**config.mk**
```make
export PLATFORM = sky130hd
export DESIGN_NAME = cla_seq_adder
export DESIGN_NICKNAME = d
export VERILOG_FILES = /design/src/rtl/cla_seq_adder.sv
export SDC_FILE = /design/constraint.sdc
export NUM_CORES = 1
export LEC_CHECK = 0
export ABC_CLOCK_PERIOD_IN_PS = 11130
export CORE_MARGIN = 2
export CORE_UTILIZATION = 60
export CTS_BUF_LIST = sky130_fd_sc_hd__clkbuf_2 sky130_fd_sc_hd__clkbuf_4 sky130_fd_sc_hd__clkbuf_8
export CTS_CLUSTER_SIZE = 28
export DETAILED_ROUTE_END_ITERATION = 6
export PLACE_DENSITY = 0.87
export SLEW_MARGIN = 25
export SYNTH_ARGS = -nofsm -noshare
export SYNTH_HDL_FRONTEND = slang
export SYNTH_SLANG_ARGS = --single-unit
```
**constraint.sdc**
```tcl
create_clock -name clk -period 11.13 [get_ports clk]
set_input_delay 1.6695 -clock clk [delete_from_list [all_inputs] [get_ports clk]]
set_output_delay 1.6695 -clock clk [all_outputs]
set_load 0.005 [all_outputs]
```
**src/rtl/cla_seq_adder.sv**
```systemverilog
`timescale 1ns/1ps
// Multi-cycle carry-lookahead adder/subtractor, one SLICE-bit group per cycle.
// Latency: result valid WIDTH/SLICE cycles after the accepting edge.
// Backpressure: result held while out_ready=0; next op accepted on the result handshake.
//
// Ports:
//   clk, rst              clock, asynchronous active-high reset
//   in_valid/in_ready     operand handshake (a, b, sub, cin sampled on accept)
//   out_valid/out_ready   result handshake (sum, cout, ovf, zero)
module cla_seq_adder #(
  parameter int WIDTH = 32,
  parameter int SLICE = 4
) (
  input  logic             clk,
  input  logic             rst,
  input  logic             in_valid,
  output logic             in_ready,
  input  logic [WIDTH-1:0] a,
  input  logic [WIDTH-1:0] b,
  input  logic             sub,
  input  logic             cin,
  output logic             out_valid,
  input  logic             out_ready,
  output logic [WIDTH-1:0] sum,
  output logic             cout,
  output logic             ovf,
  output logic             zero
);

  localparam int NSLICE = WIDTH / SLICE;
  localparam int KW     = (NSLICE > 1) ? $clog2(NSLICE) : 1;
  localparam logic [KW-1:0] K_LAST = KW'(NSLICE - 1);

  typedef enum logic [1:0] {IDLE, RUN, DONE} state_t;

  state_t           state, state_nxt;
  logic [KW-1:0]    k;
  logic             carry;
  logic [WIDTH-1:0] op_a, op_b, res;
  logic             accept, last;

  logic [SLICE-1:0] sl_a, sl_b, g, p, s;
  logic [SLICE:0]   c;
  logic [WIDTH-1:0] res_nxt;

  assign accept = in_valid && in_ready;
  assign last   = (k == K_LAST);
  assign sl_a   = op_a[int'(k)*SLICE +: SLICE];
  assign sl_b   = op_b[int'(k)*SLICE +: SLICE];
  assign g      = sl_a & sl_b;
  assign p      = sl_a ^ sl_b;

  // Flattened lookahead: each group carry is the OR of every generate term
  // propagated up to it plus the incoming carry propagated through all
  // lower bits, so no ripple chain exists inside the slice.
  always_comb begin
    logic pp;
    logic acc;
    pp   = 1'b1;
    acc  = 1'b0;
    c    = '0;
    c[0] = carry;
    for (int i = 0; i < SLICE; i++) begin
      pp  = 1'b1;
      acc = 1'b0;
      for (int j = i; j >= 0; j--) begin
        acc = acc | (g[j] & pp);
        pp  = pp & p[j];
      end
      c[i+1] = acc | (pp & carry);
    end
  end

  assign s = p ^ c[SLICE-1:0];

  always_comb begin
    res_nxt = res;
    res_nxt[int'(k)*SLICE +: SLICE] = s;
  end

  // State register
  always_ff @(posedge clk or posedge rst) begin
    if (rst) state <= IDLE;
    else     state <= state_nxt;
  end

  // Next-state logic
  always_comb begin
    state_nxt = state;
    case (state)
      IDLE:    if (accept) state_nxt = RUN;
      RUN:     if (last) state_nxt = DONE;
      DONE:    if (out_ready) state_nxt = in_valid ? RUN : IDLE;
      default: state_nxt = IDLE;
    endcase
  end

  // Handshake outputs
  always_comb begin
    in_ready  = (state == IDLE) || ((state == DONE) && out_ready);
    out_valid = (state == DONE);
  end

  // Datapath: subtraction is A + ~B + ~borrow, so cout=1 means no borrow.
  // Result registers only change on entry to DONE so sum and flags always
  // come from the same edge.
  always_ff @(posedge clk or posedge rst) begin
    if (rst) begin
      k     <= '0;
      carry <= 1'b0;
      op_a  <= '0;
      op_b  <= '0;
      res   <= '0;
      sum   <= '0;
      cout  <= 1'b0;
      ovf   <= 1'b0;
      zero  <= 1'b0;
    end else if (accept) begin
      op_a  <= a;
      op_b  <= sub ? ~b : b;
      carry <= sub ? ~cin : cin;
      k     <= '0;
      res   <= '0;
    end else if (state == RUN) begin
      res   <= res_nxt;
      carry <= c[SLICE];
      if (last) begin
        sum  <= res_nxt;
        cout <= c[SLICE];
        ovf  <= c[SLICE] ^ c[SLICE-1];
        zero <= (res_nxt == '0);
      end else begin
        k <= k + 1'b1;
      end
    end
  end

endmodule

```
==> results of run 1 <==
-- power breakdown --
group          internal, mW  leakage (nW)  switching, mW
Combinational         0.535          1.70          0.831
Sequential            0.703          1.80          0.132
Clock                 0.212         0.198          0.194
-- worst max-delay path: stages --
cell and delay [ns]:
clkdlybuf4s50_1 0.45, nand2b_1 0.20, and2_1 0.16, clkdlybuf4s50_1 0.52
-- cells by family (layout without fill, tap and decap cells) --
logic type / Yosys count / count (layout) / synth area share, %
compound gates: 158 / 158 / 14.8
xor+xnor: 38 / 38 / 4.86
fa+ha+maj: 12 / 12 / 2.30
buf+inv: 59 / 156 / 3.71
flops: 137 / 137 / 50.1
mux: 24 / 24 / 6.49
simple gates: 286 / 286 / 17.7
-- cell usage in the layout, fill, tap and decap left out, types with 4 or more instances in the layout --
cell and instances:
a32o_1 4, inv_1 10, clkdlybuf4s50_1 105, nand2_1 214, o22ai_1 8, clkbuf_8 19, a21oi_1 16, nor2b_1 4
buf_4 5, a22oi_1 11, nor2_1 23, mux4_2 16, nand3_1 4, ha_1 11, xnor2_1 36, and2_1 6
a22o_1 13, nand2b_1 4, clkinv_2 5, o21ai_0 79, mux2i_1 5, nor3_1 9, dfrtp_1 137
-- state kept, by name (all words and copies together) (netlist names) --
register	cells
res	32
op_b	32
cout	1
carry	1
op_a	32
ovf	1
zero	1
sum	32
state	2
k	3
-- cell type report --
class / instances / area share, %
sequential: 137 / 41.2
inverter: 12 / 0.571
clock inverter: 12 / 1.50
clock buffer: 20 / 3.23
tap: 140 / 2.10
timing repair buffer: 112 / 13.3
multi-input combinational: 518 / 38.1
-- layer usage --
layer,vias up,GRT usage [%],part of all wire [%]
met3,41,4.92,5.4
met5,-,0,0
met4,0,11.3,2.6
li1,2619,-,-
met2,225,46.7,51
met1,2706,36.4,41
-- stage by stage --
stage / instance area [um^2] / worst slack, ns / power, mW
after CTS: 8320 / 6.46 / 2.59
after global placement: 7920 / 6.52 / 2.12
after global routing: 8320 / 6.43 / 2.77
after detailed placement: 7920 / 6.47 / 2.18
after floorplan: 6840 / 5.79 / 1.72
final: 8320 / 6.47 / 2.61
-- how the worst min path moves through the flow --
| stage | from | endpoint | slack, ns | cells after the start |
|---|---|---|---|---|
| 3_5_place_dp | op_a[21] | op_a[21] | 0.46 | 2 |
| 6_report | op_a[9] | op_a[9] | 0.48 | 2 |
| 5_1_grt | op_a[26] | op_a[26] | 0.50 | 2 |
| 4_1_cts | op_a[9] | op_a[9] | 0.48 | 2 |
| 3_3_place_gp | op_a[20] | op_a[20] | 0.45 | 2 |
| 2_1_floorplan | op_a[10] | op_a[10] | 0.44 | 2 |
==> results.md, run 1 <==
- Area grow syn2layout: 21.6%
- Share of layout cells above drive strength 1: 8.63%
- Vias in the first global route: 5513
- Setup TNS Final: 0 ns
- Hold slack: 0.479 ns
- Status: finished clean
- Most common cell in the netlist: nand2_1
- Final ANT Viol Nets: 0
- Placer Congestion: 0.921
- Ant. Diodes: 0
- Worst-Skew Late Latency: 0.44 ns
- Post-synth EDFFs: 0
- Hpwl dp: 11400 um
- Gr ovfl total: 0
- Fin nets: 880
- Slew HR: 25.1%
- Final setup violation count: 0
- Num CTS Buffers: 17
- Tmin final: 4.66 ns
- Asr flop ratio synth: 100%
- IO buf count: 106
- GR Util All Layers: 27.9%
- Detailed Route WL: 16500 um
- Utilization of the core after routing: 75.8%
- Worst Path Arrival: 3.00 ns
- Mapped Area: 0.00684 mm^2
- Post_cts resized: 0
- Fmax: 0.214 GHz
- DR iter-0 viols: 408
- # rows: 38
- Filler cells: 752
- Maximum VDD drop: 0.182 mV
- Power Density: 313 mW/mm^2
- Top-area cell type share of the netlist area: 50.1%
- Multi-input gate area: 0.00317 mm^2
- Max Slew Vio Count: 0
- Io pins: 107
- Fin crit share: 41.9%
- Postcts setup bufs: 0
- # DRC: 0
- Clock transition at path regs: 0.08 ns
- Clock skew: 0.00814 ns
- Mapped Avg Cell Area: 9.58 um^2
- CTS root buf: clkbuf_8
- Worst setup SP type: primary input
- Starting Density: 62.3%
- FF-to-FF Start: k[1]
- Sequential area share after synthesis: 50.1%
- Worst Setup EP: in_ready
- Main synth FF type: dfrtp_1
- Via count: 5591
- Flop-to-flop setup slack: 7.16 ns
- Static leakage: 3.70 nW
- # Max-Cap Violations: 0
- Final Hold Viols: 0
- Antenna violations before repair: 0
- Critical R2R Capture: sum[31]
- Die X: 111 um
- Via density: 5.88
- Clk buf depth: 2
- CP Capture Type: output pin
- Worst slew pin tran: 1.12 ns
- RSZ-0062 raised after global routing: false
- Wirelength per Cell: 17.3 um
- Core outline area: 0.0110 mm^2
- Syn_nets: 796
- Crit path from: out_ready
- Ys Warns: 0
- First-pass GRT wire length: 27500 um
- CP required: 9.46 ns
- Yosys reg bits: 137
- CTS tree: built
- CP Class: primary input to output pin
- Die Y-Extent: 111 um
- Largest net degree at the start of global routing: 102
- First drt pass iteration count: 4
- Clk sinks: 137
- Cells after synthesis: 714
- Cell Count, Final, Fillers Out: 951
- Top cells by count, synth: 214 x nand2_1, 137 x dfrtp_1, 79 x o21ai_0
- Worst hold path type: flop to flop
- Die area: 0.0123 mm^2
- Unique masters post-synth: 63
- CTS Hold Bufs: 0
- Placed Instances: 919
- H-tree Lvls: 4
- Top cells by area, synth: dfrtp_1 50%, nand2_1 12%, o21ai_0 5.8%
- Register area: 0.00343 mm^2
- CP max FO: 4
- Yosys top cell by area: dfrtp_1
- Reg2Reg Depth: 12
Power figures use the tool's default switching activity.
==> inputs of run 2 (changes only) <==
--- a/config.mk
+++ b/config.mk
@@ -5,13 +5,13 @@
 export SDC_FILE = /design/constraint.sdc
 export NUM_CORES = 1
 export LEC_CHECK = 0
-export ABC_CLOCK_PERIOD_IN_PS = 11130
+export ABC_CLOCK_PERIOD_IN_PS = 3900
 export CORE_MARGIN = 2
-export CORE_UTILIZATION = 60
+export CORE_UTILIZATION = 51
 export CTS_BUF_LIST = sky130_fd_sc_hd__clkbuf_2 sky130_fd_sc_hd__clkbuf_4 sky130_fd_sc_hd__clkbuf_8
 export CTS_CLUSTER_SIZE = 28
 export DETAILED_ROUTE_END_ITERATION = 6
-export PLACE_DENSITY = 0.87
+export PLACE_DENSITY = 0.78
 export SLEW_MARGIN = 25
 export SYNTH_ARGS = -nofsm -noshare
 export SYNTH_HDL_FRONTEND = slang
==> constraint.sdc (replaced) <==
create_clock -name clk -period 3.9 [get_ports clk]
set_input_delay 0.585 -clock clk [delete_from_list [all_inputs] [get_ports clk]]
set_output_delay 0.585 -clock clk [all_outputs]
set_load 0.005 [all_outputs]
==> run 2 against run 1 <==
Sequential share of layout area is 0.98 points lower. Via count fell by 0.43%. Clock skew is 0.0025 ns higher. Global-route usage fell by 3.1 points. Clock power rose to 3.2 times the previous value. First-iteration DRC count down 6.4%.
==> results.md, run 2 (same netlist as run 1, synthesis figures left out) <==
- First-pass GRT wire length: 27800 um (+1.0%)
- Met1 wire length: 7030 um (+3.9%)
- Detailed Route WL: 16800 um (+2.2%)
- Final setup violation count: 0 (unchanged)
- Max Slew Vio Count: 0 (unchanged)
- Clock transition at path regs: 0.08 ns (about the same)
- Status: finished clean
- Die Y-Extent: 120 um (+8.2%)
- DR iter-0 viols: 382 (-6.4%)
- Num CTS Buffers: 17 (unchanged)
- IO buf count: 106 (unchanged)
- Fmax: 0.277 GHz
- Pwr Total: 7.72 mW (+200%)
- Core outline area: 0.0132 mm^2 (+20%)
- Metal3 WL: 919 um (+3.6%)
- Met2 wire len: 8190 um (-2.1%)
- Hpwl dp: 12200 um (+6.5%)
- Final ANT Viol Nets: 0 (unchanged)
- Design area: 0.00853 mm^2 (+2.6%)
- Slew HR: 35.4% (+10 points)
- CTS root buf: clkbuf_8
- Wirelength per Cell: 16.8 um (-2.8%)
- Io pins: 107 (unchanged)
- Die area: 0.0144 mm^2 (+17%)
- # Max-Cap Violations: 0 (unchanged)
- Share of layout cells above drive strength 1: 10.2% (+1.6 points)
- CP Class: flop to flop
- CTS tree: built
- Tmin final: 3.61 ns
- Starting Density: 51.9% (-10 points)
- Filler cells: 1064 (+41%)
- Worst hold path type: flop to flop
- Worst setup SP type: flop
- Power Density: 904 mW/mm^2 (+190%)
- Uppermost layer routed: met4
- Hold slack: 0.481 ns (+0.00139 ns)
- Fin nets: 893 (+1.5%)
- Vias in the first global route: 5618 (+1.9%)
- # rows: 42 (+11%)
- Setup TNS Final: 0 ns (unchanged)
- Worst Path Arrival: 3.99 ns (+0.99 ns)
- Ant. Diodes: 0 (unchanged)
- CTS Hold Bufs: 0 (unchanged)
- Clk sinks: 137 (unchanged)
- Clk buf depth: 2 (unchanged)
- Via density: 5.57 (-5.3%)
- Maximum VDD drop: 0.462 mV (+150%)
- CP Capture Type: flop
- Die X: 120 um (+8.2%)
- First drt pass iteration count: 5 (+1)
- Fin crit share: 92.7%
- Clock skew: 0.0106 ns (+0.00245 ns)
- Antenna violations before repair: 0 (unchanged)
- # DRC: 0 (unchanged)
- Worst slew pin tran: 0.954 ns (-0.166 ns)
- RSZ-0062 raised after global routing: false
- Gr ovfl total: 0 (unchanged)
- CP required: 4.27 ns (-5.19 ns)
- Via count: 5567 (-0.43%)
- Area grow syn2layout: 24.7%
- Worst-Skew Late Latency: 0.46 ns (+0.02 ns)
- Placement-stage cell area: 0.00808 mm^2 (+2.0%)
- Largest net degree at the start of global routing: 101 (-0.98%)
- GR Util All Layers: 24.8% (-3.1 points)
- Most frequent cells in the layout: 214 x nand2_1, 136 x dfrtp_1, 105 x clkdlybuf4s50_1
- Most common cell after layout, fill and taps aside: nand2_1
- Placer Congestion: 0.942 (+2.3%)
- H-tree Lvls: 4 (unchanged)
- Static leakage: 3.79 nW (+2.4%)
- Final Hold Viols: 0 (unchanged)
- CP max FO: 22 (+18)
-- run 2: final cells by class --
cell class              count  area (um^2)  share of cell area (%)
clock buffers              21          283                    3.31
clock inverters            11          168                    1.96
inverters                  12         48.8                   0.572
multi-input cells         518         3170                    37.2
flip-flops and latches    137         3430                    40.2
well taps                 176          220                    2.58
repair buffers            125         1210                    14.2
-- run 2: routing by layer --
metal  vias up  track usage (%)
li1       2653                -
met1      2661             31.1
met2       199             40.8
met3        54             6.04
met4         0             11.3
met5         -                0
-- run 2: path summary, 6_finish.rpt --
path | from | endpoint | slack (ns) | cells past startpoint
min in group asynchronous | rst | res[0] | 0.59 | 2
setup reg to reg | k[0] | zero | 0.29 | 11
max in group asynchronous | rst | cout | 2.37 | 3
hold / removal | op_a[22] | op_a[22] | 0.48 | 2
setup / recovery | k[0] | zero | 0.29 | 11
hold reg to reg | op_a[22] | op_a[22] | 0.48 | 2
-- run 2: timing repair --
action                                  CTS  global route
setup buffers                             0             0
gates resized for setup                   0             1
endpoints found under the setup margin    0             1
-- run 2: worst max-delay path, stage by stage (launching register included) --
cell and delay, ns:
dfrtp_4 0.60, buf_4 0.34, mux4_2 0.54, nand2_1 0.08, nand2_1 0.05, ha_1 0.33
or2_2 0.34, a21oi_2 0.30, nor2_1 0.24, a2111oi_2 0.34, nand4_1 0.16, o21ai_1 0.20
-- run 2: where the power goes --
group          switching (mW)  leakage, nW  internal, mW
logic                    2.32         1.77          1.68
clock network           0.556        0.226         0.754
registers               0.403         1.79          2.01
-- run 2: through the flow --
| step | utilization (%) | cells | setup WS [ns] |
|---|---|---|---|
| finish | 64.7 | 1000 | 0.286 |
| global route | 64.7 | 1000 | 0.0396 |
| CTS | 64.7 | 1000 | 0.251 |
| detailed placement | 61.3 | 968 | 0.290 |
| global placement | 61.3 | 968 | 0.395 |
| floorplan | - | 714 | 0.430 |
==> inputs of run 3 (changes only) <==
--- a/config.mk
+++ b/config.mk
@@ -5,13 +5,13 @@
 export SDC_FILE = /design/constraint.sdc
 export NUM_CORES = 1
 export LEC_CHECK = 0
-export ABC_CLOCK_PERIOD_IN_PS = 3900
+export ABC_CLOCK_PERIOD_IN_PS = 3650
 export CORE_MARGIN = 2
-export CORE_UTILIZATION = 51
+export CORE_UTILIZATION = 56
 export CTS_BUF_LIST = sky130_fd_sc_hd__clkbuf_2 sky130_fd_sc_hd__clkbuf_4 sky130_fd_sc_hd__clkbuf_8
 export CTS_CLUSTER_SIZE = 28
 export DETAILED_ROUTE_END_ITERATION = 6
-export PLACE_DENSITY = 0.78
+export PLACE_DENSITY = 0.82
 export SLEW_MARGIN = 25
 export SYNTH_ARGS = -nofsm -noshare
 export SYNTH_HDL_FRONTEND = slang
==> constraint.sdc (replaced) <==
create_clock -name clk -period 3.65 [get_ports clk]
set_input_delay 0.5475 -clock clk [delete_from_list [all_inputs] [get_ports clk]]
set_output_delay 0.5475 -clock clk [all_outputs]
set_load 0.005 [all_outputs]
==> run 3 against run 2 <==
Cell count fell by 2.9%. Via count rose by 2.0%. Critical path depth did not move. Non-clock buffer count did not move. Global-route usage rose by 3.2 points. Setup slack got worse by 0.066 ns. Hold slack got worse by 0.0022 ns. First-iteration DRC count rose by 6.8%. Clock-buffer cell count fell by 1. Flip-flop and latch count did not move. Critical endpoint is now sum[31].
==> results.md, run 3 (same netlist as run 1, synthesis figures left out) <==
- Fin crit share: 94.0% (+1.3 points)
- Flop-to-flop setup slack: 0.22 ns (-0.07 ns)
- First-pass GRT wire length: 28300 um (+1.6%)
- Tmin final: 3.43 ns (-0.184 ns)
- Detailed Route WL: 17000 um (+1.2%)
- GR Util All Layers: 28.0% (+3.2 points)
- Uppermost layer routed: met4
- Fin nets: 893 (unchanged)
- Most common cell after layout, fill and taps aside: nand2_1
- Pint: 4.75 mW (+6.9%)
- Worst hold path type: flop to flop
- Antenna violations before repair: 0 (unchanged)
- Slew HR: 35.7% (+0.23 points)
- Sequential power share: 31.2% (about the same)
- Max Slew Vio Count: 0 (unchanged)
- First drt pass iteration count: 5 (unchanged)
- CTS root buf: clkbuf_8
- Combinational power share: 52.0% (+0.3 points)
- Io pins: 107 (unchanged)
- Worst slew pin tran: 0.964 ns (+0.0106 ns)
- CTS tree: built
- IO buf count: 106 (unchanged)
- Met1 wire length: 6910 um (-1.7%)
- Most frequent cells in the layout: 214 x nand2_1, 136 x dfrtp_1, 105 x clkdlybuf4s50_1
- Net Sw Frac: 42.9% (+0.47 points)
- Clock transition at path regs: 0.08 ns (about the same)
- Fmax: 0.292 GHz (+5.4%)
- CP max FO: 14 (-36%)
- Via count: 5679 (+2.0%)
- Met2 wire len: 8570 um (+4.7%)
- CP Capture Type: flop
- Via density: 5.85 (+5.1%)
- Worst Path Arrival: 3.81 ns (-0.18 ns)
- Maximum VDD drop: 0.529 mV (+15%)
- Worst-Skew Late Latency: 0.47 ns (about the same)
- Clock skew: 0.00817 ns (-0.00243 ns)
- Ant. Diodes: 0 (unchanged)
- Min-Delay Endpoint: op_b[10]
- FF-to-FF Start: k[0]
- # rows: 40 (-4.8%)
- Clock power share: 16.8% (-0.2 points)
- RSZ-0062 raised after global routing: false
- Core outline area: 0.0120 mm^2 (-9.3%)
- Wirelength per Cell: 17.5 um (+4.2%)
- # DRC: 0 (unchanged)
- Placement Setup Slack: -0.0478 ns (-0.338 ns)
- H-tree Lvls: 4 (unchanged)
- Share of layout cells above drive strength 1: 10.7% (+0.49 points)
- Die Y-Extent: 115 um (-4.4%)
- Setup TNS Final: 0 ns (unchanged)
- Hold path cells: 2 (unchanged)
- Critical R2R Capture: sum[31]
- Worst setup margin: 0.220 ns (-0.0662 ns)
- Die X: 115 um (-4.4%)
- Num CTS Buffers: 17 (unchanged)
- Clk buf depth: 2 (unchanged)
- Power Density: 975 mW/mm^2 (+7.9%)
- Hpwl dp: 12300 um (+0.96%)
- CTS Hold Bufs: 0 (unchanged)
- Placer Congestion: 0.916 (-2.8%)
- Starting Density: 57.2% (+5.3 points)
- Gr ovfl total: 0 (unchanged)
- # Max-Cap Violations: 0 (unchanged)
- CP required: 4.03 ns (-0.24 ns)
- Worst setup SP type: flop
- Area grow syn2layout: 24.7% (about the same)
- DR iter-0 viols: 408 (+6.8%)
- Final ANT Viol Nets: 0 (unchanged)
- Hold Startpoint: op_b[10]
- Final Hold Viols: 0 (unchanged)
- Final setup violation count: 0 (unchanged)
- Reg2Reg Depth: 11 (unchanged)
- Metal3 WL: 968 um (+5.3%)
- Largest net degree at the start of global routing: 101 (unchanged)
- Static leakage: 3.79 nW (+0.16%)
- Die area: 0.0131 mm^2 (-8.6%)
- CP Class: flop to flop
- Switching Power: 3.57 mW (+9.0%)
- Status: finished clean
- Vias in the first global route: 5674 (+1.0%)
- Clk sinks: 137 (unchanged)
## run 3: metrics by stage
stage / hold slack, ns / power (mW) / area, um^2 / util [%] / instances
CTS: 0.485 / 8.27 / 8520 / 71.2 / 971
floorplan: 0.440 / 5.23 / 6850 / - / 714
finish: 0.479 / 8.32 / 8530 / 71.3 / 971
detailed placement: 0.467 / 6.82 / 8070 / 67.4 / 939
global route: 0.502 / 8.87 / 8530 / 71.3 / 971
global placement: 0.454 / 6.65 / 8060 / 67.4 / 939
## run 3: how the worst max path moves through the flow
stage          from  endpoint  slack (ns)
2_1_floorplan  k[0]   sum[31]        0.18
3_3_place_gp   k[0]   sum[31]        0.11
3_5_place_dp   k[0]   sum[31]       -0.05
4_1_cts        k[1]      zero        0.15
5_1_grt        k[0]   sum[31]        0.01
6_report       k[0]   sum[31]        0.22
## run 3: repair_timing
item                                    4_1_cts  5_1_grt
endpoints found under the setup margin        1        2
buffers inserted                              0        0
gates resized for setup                       1        2
## run 3: per-layer routing
layer	global-route usage [%]	vias to the layer above
met5	0	-
met4	12.6	0
met3	6.72	46
met2	46.0	220
met1	35.5	2758
li1	-	2655
## run 3: area by class of cell
type                    instances  area [um^2]
repair buffers                125         1220
clock inverters                12          171
clock buffers                  20          275
inverters                      12         48.8
fillers                       867         3430
multi-input cells             518         3200
flip-flops and latches        137         3430
well taps                     147          184
## run 3: power groups by stage
stage	Combinational (mW)	Sequential, mW	Clock (mW)
2_1_floorplan	2.79	2.45	0
3_3_place_gp	4.08	2.57	0
3_5_place_dp	4.21	2.61	0
4_1_cts	4.27	2.59	1.41
5_1_grt	4.73	2.66	1.47
6_report	4.33	2.59	1.40
## run 3: critical path: stages (launching register included)
cell and delay [ns]:
dfrtp_2 0.63, mux4_2 0.56, nand2_1 0.08, and2_1 0.20, inv_1 0.06, ha_1 0.29
a211o_1 0.35, a21oi_2 0.23, xnor2_2 0.28, nand2b_1 0.20, mux2_2 0.30, o21ai_0 0.15
